[src/rtl/pipeline_hazard_unit.sv]
// Hazard detection and operand-forwarding controller for the in-order loopyV pipeline.
// A shift-register scoreboard tracks DEPTH post-decode stages; stage 1 is EX and stage DEPTH is WB.
module pipeline_hazard_unit #(
  parameter int DEPTH            = 3,
  parameter int LOAD_READY_STAGE = 2,
  parameter int REG_ADDR_W       = 5,
  parameter int CNT_W            = 16,
  localparam int SEL_W           = $clog2(DEPTH + 1)
) (
  input  logic                  clk,
  input  logic                  rst,
  input  logic                  deValid,
  input  logic [REG_ADDR_W-1:0] deRs1Addr,
  input  logic                  deRs1Used,
  input  logic [REG_ADDR_W-1:0] deRs2Addr,
  input  logic                  deRs2Used,
  input  logic [REG_ADDR_W-1:0] deRdAddr,
  input  logic                  deRdWriteEn,
  input  logic                  deIsLoad,
  input  logic                  flush,
  output logic                  stall,
  output logic [SEL_W-1:0]      fwdSelA,
  output logic [SEL_W-1:0]      fwdSelB,
  output logic [DEPTH-1:0]      stageValid,
  output logic [CNT_W-1:0]      stallCount
);

  typedef struct packed {
    logic             haz;
    logic [SEL_W-1:0] sel;
  } lookup_t;

  // Bit/element i of each vector describes stage i+1.
  logic [DEPTH-1:0]                 r_valid;
  logic [DEPTH-1:0]                 r_we;
  logic [DEPTH-1:0]                 r_load;
  logic [DEPTH-1:0][REG_ADDR_W-1:0] r_rd;
  logic [CNT_W-1:0]                 r_stall_cnt;

  lookup_t w_look_a;
  lookup_t w_look_b;
  logic    w_stall;
  logic    w_accept;

  // Nearest matching producer wins; a load that has not yet reached its ready stage hazards the operand.
  function automatic lookup_t operand_lookup(
    input logic [REG_ADDR_W-1:0]            rs,
    input logic                             used,
    input logic                             de_valid,
    input logic [DEPTH-1:0]                 valid,
    input logic [DEPTH-1:0]                 we,
    input logic [DEPTH-1:0]                 load,
    input logic [DEPTH-1:0][REG_ADDR_W-1:0] rd
  );
    lookup_t res;
    logic    found;
    res   = '0;
    found = 1'b0;
    for (int i = 0; i < DEPTH; i++) begin
      if (!found && de_valid && used && (rs != '0) && valid[i] && we[i] && (rd[i] == rs)) begin
        found = 1'b1;
        if (load[i] && ((i + 1) < LOAD_READY_STAGE)) begin
          res.haz = 1'b1;
          res.sel = '0;
        end else begin
          res.haz = 1'b0;
          res.sel = SEL_W'(i + 1);
        end
      end else begin
        found = found;
      end
    end
    return res;
  endfunction

  // Forwarding selects and stall are combinational from the scoreboard and decode inputs.
  always_comb begin
    w_look_a = operand_lookup(deRs1Addr, deRs1Used, deValid, r_valid, r_we, r_load, r_rd);
    w_look_b = operand_lookup(deRs2Addr, deRs2Used, deValid, r_valid, r_we, r_load, r_rd);
    if (flush) begin
      w_stall = 1'b0;
    end else begin
      w_stall = w_look_a.haz | w_look_b.haz;
    end
    w_accept = deValid & ~w_stall & ~flush;
  end

  // Scoreboard shift: no enable, a stalled or flushed decode slot enters EX as an all-zero bubble.
  always_ff @(posedge clk) begin
    if (rst) begin
      r_valid <= '0;
      r_we    <= '0;
      r_load  <= '0;
      r_rd    <= '0;
    end else begin
      r_valid <= {r_valid[DEPTH-2:0], w_accept};
      r_we    <= {r_we[DEPTH-2:0], w_accept & deRdWriteEn};
      r_load  <= {r_load[DEPTH-2:0], w_accept & deIsLoad};
      r_rd    <= {r_rd[DEPTH-2:0], (w_accept ? deRdAddr : {REG_ADDR_W{1'b0}})};
    end
  end

  // Saturating count of stall cycles.
  always_ff @(posedge clk) begin
    if (rst) begin
      r_stall_cnt <= '0;
    end else if (w_stall && (r_stall_cnt != {CNT_W{1'b1}})) begin
      r_stall_cnt <= r_stall_cnt + CNT_W'(1);
    end else begin
      r_stall_cnt <= r_stall_cnt;
    end
  end

  assign stall      = w_stall;
  assign fwdSelA    = w_look_a.sel;
  assign fwdSelB    = w_look_b.sel;
  assign stageValid = r_valid;
  assign stallCount = r_stall_cnt;

endmodule

[config.mk]
export PLATFORM = sky130hd
export DESIGN_NAME = pipeline_hazard_unit
export DESIGN_NICKNAME = d
export VERILOG_FILES = /design/src/rtl/pipeline_hazard_unit.sv
export SDC_FILE = /design/constraint.sdc
export NUM_CORES = 1
export LEC_CHECK = 0
export ABC_AREA = 1
export BUFFER_PORTS_ARGS = -buffer_cell sky130_fd_sc_hd__buf_2
export CELL_PAD_IN_SITES_DETAIL_PLACEMENT = 2
export CELL_PAD_IN_SITES_GLOBAL_PLACEMENT = 2
export CORE_MARGIN = 4
export CORE_UTILIZATION = 32
export CTS_BUF_LIST = sky130_fd_sc_hd__clkbuf_8
export CTS_CLUSTER_SIZE = 12
export DETAILED_ROUTE_END_ITERATION = 6
export PLACE_DENSITY_LB_ADDON = 0.2
export SLEW_MARGIN = 40
export SYNTH_ARGS = -nofsm -noshare
export SYNTH_HDL_FRONTEND = slang
export SYNTH_SLANG_ARGS = --single-unit
[constraint.sdc]
create_clock -name clk -period 4.2 [get_ports clk]
set_input_delay 0.21 -clock clk [delete_from_list [all_inputs] [get_ports clk]]
set_output_delay 0.21 -clock clk [all_outputs]
set_load 0.05 [all_outputs]
==> impl_results.md <==
* Status: completed
* Tmin final at 2.24 ns
* Avg Cell Area, Syn at about 6.4 sq um
* Sw frac at 0.240
* Clock Power Share at 0.472
* Root buf cell: clkbuf_8
* Final Power at 841 uW
* Worst IR drop on VDD at 0.110 mV
* Least-Margin Pin Slew at roughly 0.73 ns
* Reg2Reg Setup Slack at 2.11 ns
* Clock Path Buffers at 2
* TritonCTS buffer count at 5
* NetSw at 202 uW
* Grt ovf at 0
* First-pass GRT wire length at between 10000 and 15000 um
* Via Count at 2532
* Number of remaining DRC errors at 0
* Synth Net Count at between 300 and 400
* Largest net degree at the start of global routing at 32
* Ports at 47
* Setup_tns at 0 ns
* Drt wl/cell at 17.5 um
* Ys Warns at 0
* Mapped Cells at roughly 360
* Post-Route WL at 8830 um
* Clock transition at path regs at 0.08 ns
* Post-Syn Area at around 2300 sq um
* Total global-route track usage at 0.220
* Starting Density at 0.333
* Post-CTS Resized at 0
* Post-Route Skew at 0.0125 ns
* Non-Filler Instances at 504
* # hold bufs at CTS at 0
* Final nets at 431
* HPWL Detailed at 6900 um
* Die X-Extent at between 90 and 100 um
* CP arrival at 2.03 ns
* Slew Limit Headroom at 0.512
* Core Area at 6910 sq um
* HP Class: in2reg
* Setup crit end: fwdSelB[0]
* Worst R2R Path Depth at 9
* Pwr Density at 305 nW/um^2
* Gp weighted congestion at 0.802
* H-tree Lvls at 2
* TritonCTS clock tree: done
* TritonRoute pass-1 iters at 4
* Max-capacitance violation count at 0
* Crit start category: register
* Vias per cell at 5.02
* Post-placement cell count at 496
* Crit Path Max Fanout at 4
* Initial DRC Count at 58
* Fillers at 916
* FF-to-FF Start: stallCount[0]$_SDFFE_PP0P_
* Final Hold Fails at 0
* Clk sinks at 38
* Initial antenna violation count at 0
* Finished Cell Area at 2760 sq um
* Die Y at between 90 and 100 um
* Comb pwr share at 0.090
* Origin of the worst setup path: r_rd[0]$_SDFF_PP0_
* Fmax at 447 MHz
* Vias in the first global route at 2869
* Die area at 8620 sq um
* FF/Latch Area at 761 sq um
* Internal at around 640 uW
* Worst r2r dst: stallCount[2]$_SDFFE_PP0P_
* Share of cells above drive strength 1 at 0.189
* Count of cell types in the netlist at 27
* Required time worst endpoint at about 4.0 ns
* Post-DRT Antenna Nets at 0
* Fin crit share at 0.533
* Placement Rows at 30
* Cell Area, Placed at 2620 sq um
* Sequential share of power at 0.438
* Post-synthesis sequential area ratio at 0.330
* Hold depth at 3
* Clock Latency Late Sink at 0.30 ns
* Unrepaired setup endpoints after global routing: false
* IO buf count at between 40 and 50
* Leak pwr at 1.25 nW
* ANT cells at 0
* Post-CTS Setup Bufs at 0
* P&R area growth vs syn at 19.8%
* Area occupied by multi-input gates at 1290 sq um
* Slew Limit Fails at 0
* Yosys reg bits at 38
* Setup CP Type: reg2out
* CP Capture Type: output port
* Final setup violation count at 0
## cell usage after synthesis (all sizes together)
master    n  area, sq um
nand2   100          383
nand4    19          119
buf       4         25.0
clkinv    1         3.75
o21ai     6         30.0
clkbuf    3         11.3
nor2     56          218
or2       1         6.26
inv      56          210
a211oi    1         7.51
nor3     11         66.3
a221oi    2         17.5
nand3    17          110
xor2      9         78.8
xnor2     4         35.0
ha        1         12.5
dfxtp    38          761
o22ai     8         50.1
a21oi    24          158
## cell families after synthesis
| logic type | Yosys count | synth area share |
|---|---|---|
| buf+inv | 64 | 0.109 |
| compound gates | 41 | 0.114 |
| flops | 38 | 0.330 |
| xor+xnor | 13 | 0.0495 |
| fa+ha+maj | 1 | 0.00543 |
| simple gates | 204 | 0.392 |
## layout by cell type (no fill, tap or decap)
master / n
buf_2: 46
inv_1: 51
nand2_1: 97
nand4_1: 19
a21oi_2: 10
clkinv_1: 1
inv_2: 5
nand3_1: 15
xor2_1: 9
nand3_4: 2
dfxtp_1: 38
nor3_4: 1
clkbuf_8: 6
nor3_1: 10
a211oi_1: 1
nor2_4: 1
or2_2: 1
o21ai_0: 6
ha_1: 1
a21oi_1: 14
nor2_1: 55
xnor2_1: 4
bufinv_16: 2
a221oi_1: 2
o22ai_1: 8
nand2_2: 3
## worst min path at each step
stage | start | slack (ns) | end
floorplan | deIsLoad | 0.32 | r_load[0]$_SDFF_PP0_
global placement | r_we[1]$_SDFF_PP0_ | 0.42 | r_we[2]$_SDFF_PP0_
detailed placement | deIsLoad | 0.43 | r_load[0]$_SDFF_PP0_
CTS | deRdAddr[2] | 0.12 | r_rd[2]$_SDFF_PP0_
global route | deRdAddr[2] | 0.13 | r_rd[2]$_SDFF_PP0_
finish | deIsLoad | 0.12 | r_load[0]$_SDFF_PP0_
## power groups by stage
stage / logic [mW] / registers, mW / clock network [mW]
floorplan: 0.0381 / 0.378 / 0
global placement: 0.0712 / 0.376 / 0
detailed placement: 0.0748 / 0.377 / 0
CTS: 0.0767 / 0.368 / 0.405
global route: 0.0848 / 0.369 / 0.426
finish: 0.0756 / 0.368 / 0.397
## registers in the layout (all words and copies together) (netlist names)
name	flops
r_we	3
stallCount	16
stageValid	3
r_load	1
r_rd	15
## stage by stage
stage / hold slack, ns / util / setup WS [ns]
global placement: 0.421 / 0.379 / 2.28
floorplan: 0.322 / - / 1.73
detailed placement: 0.434 / 0.379 / 2.16
global route: 0.132 / 0.399 / 1.77
finish: 0.124 / 0.399 / 1.96
CTS: 0.117 / 0.399 / 1.94
## metal layers
metal  wire length [um]  part of all wire  vias to the layer above  track usage
met2               4770              0.54                       42        0.424
li1                   -                 -                     1240            -
met1               3680              0.42                     1233        0.244
met5                  0                 0                        -            0
met4                192             0.022                        0       0.0684
met3                192             0.022                       17       0.0317
## critical path, stage by stage, from the launching register on
cell and delay, ns:
dfxtp_1 0.41, inv_1 0.12, nand2_1 0.09, nand2_1 0.09
inv_1 0.10, nand2_1 0.07, nor2_1 0.11, nand3_1 0.13
or2_2 0.30, nand2_1 0.06, buf_2 0.25
## final cells by class
cell class | instances | share of cell area
multi-input combinational | 259 | 0.468
timing repair buffer | 46 | 0.0834
tap | 96 | 0.0435
clock inverter | 2 | 0.0218
sequential | 38 | 0.276
inverter | 57 | 0.0776
clock buffer | 6 | 0.0299
Note: power is estimated with default switching activity, not from simulation.
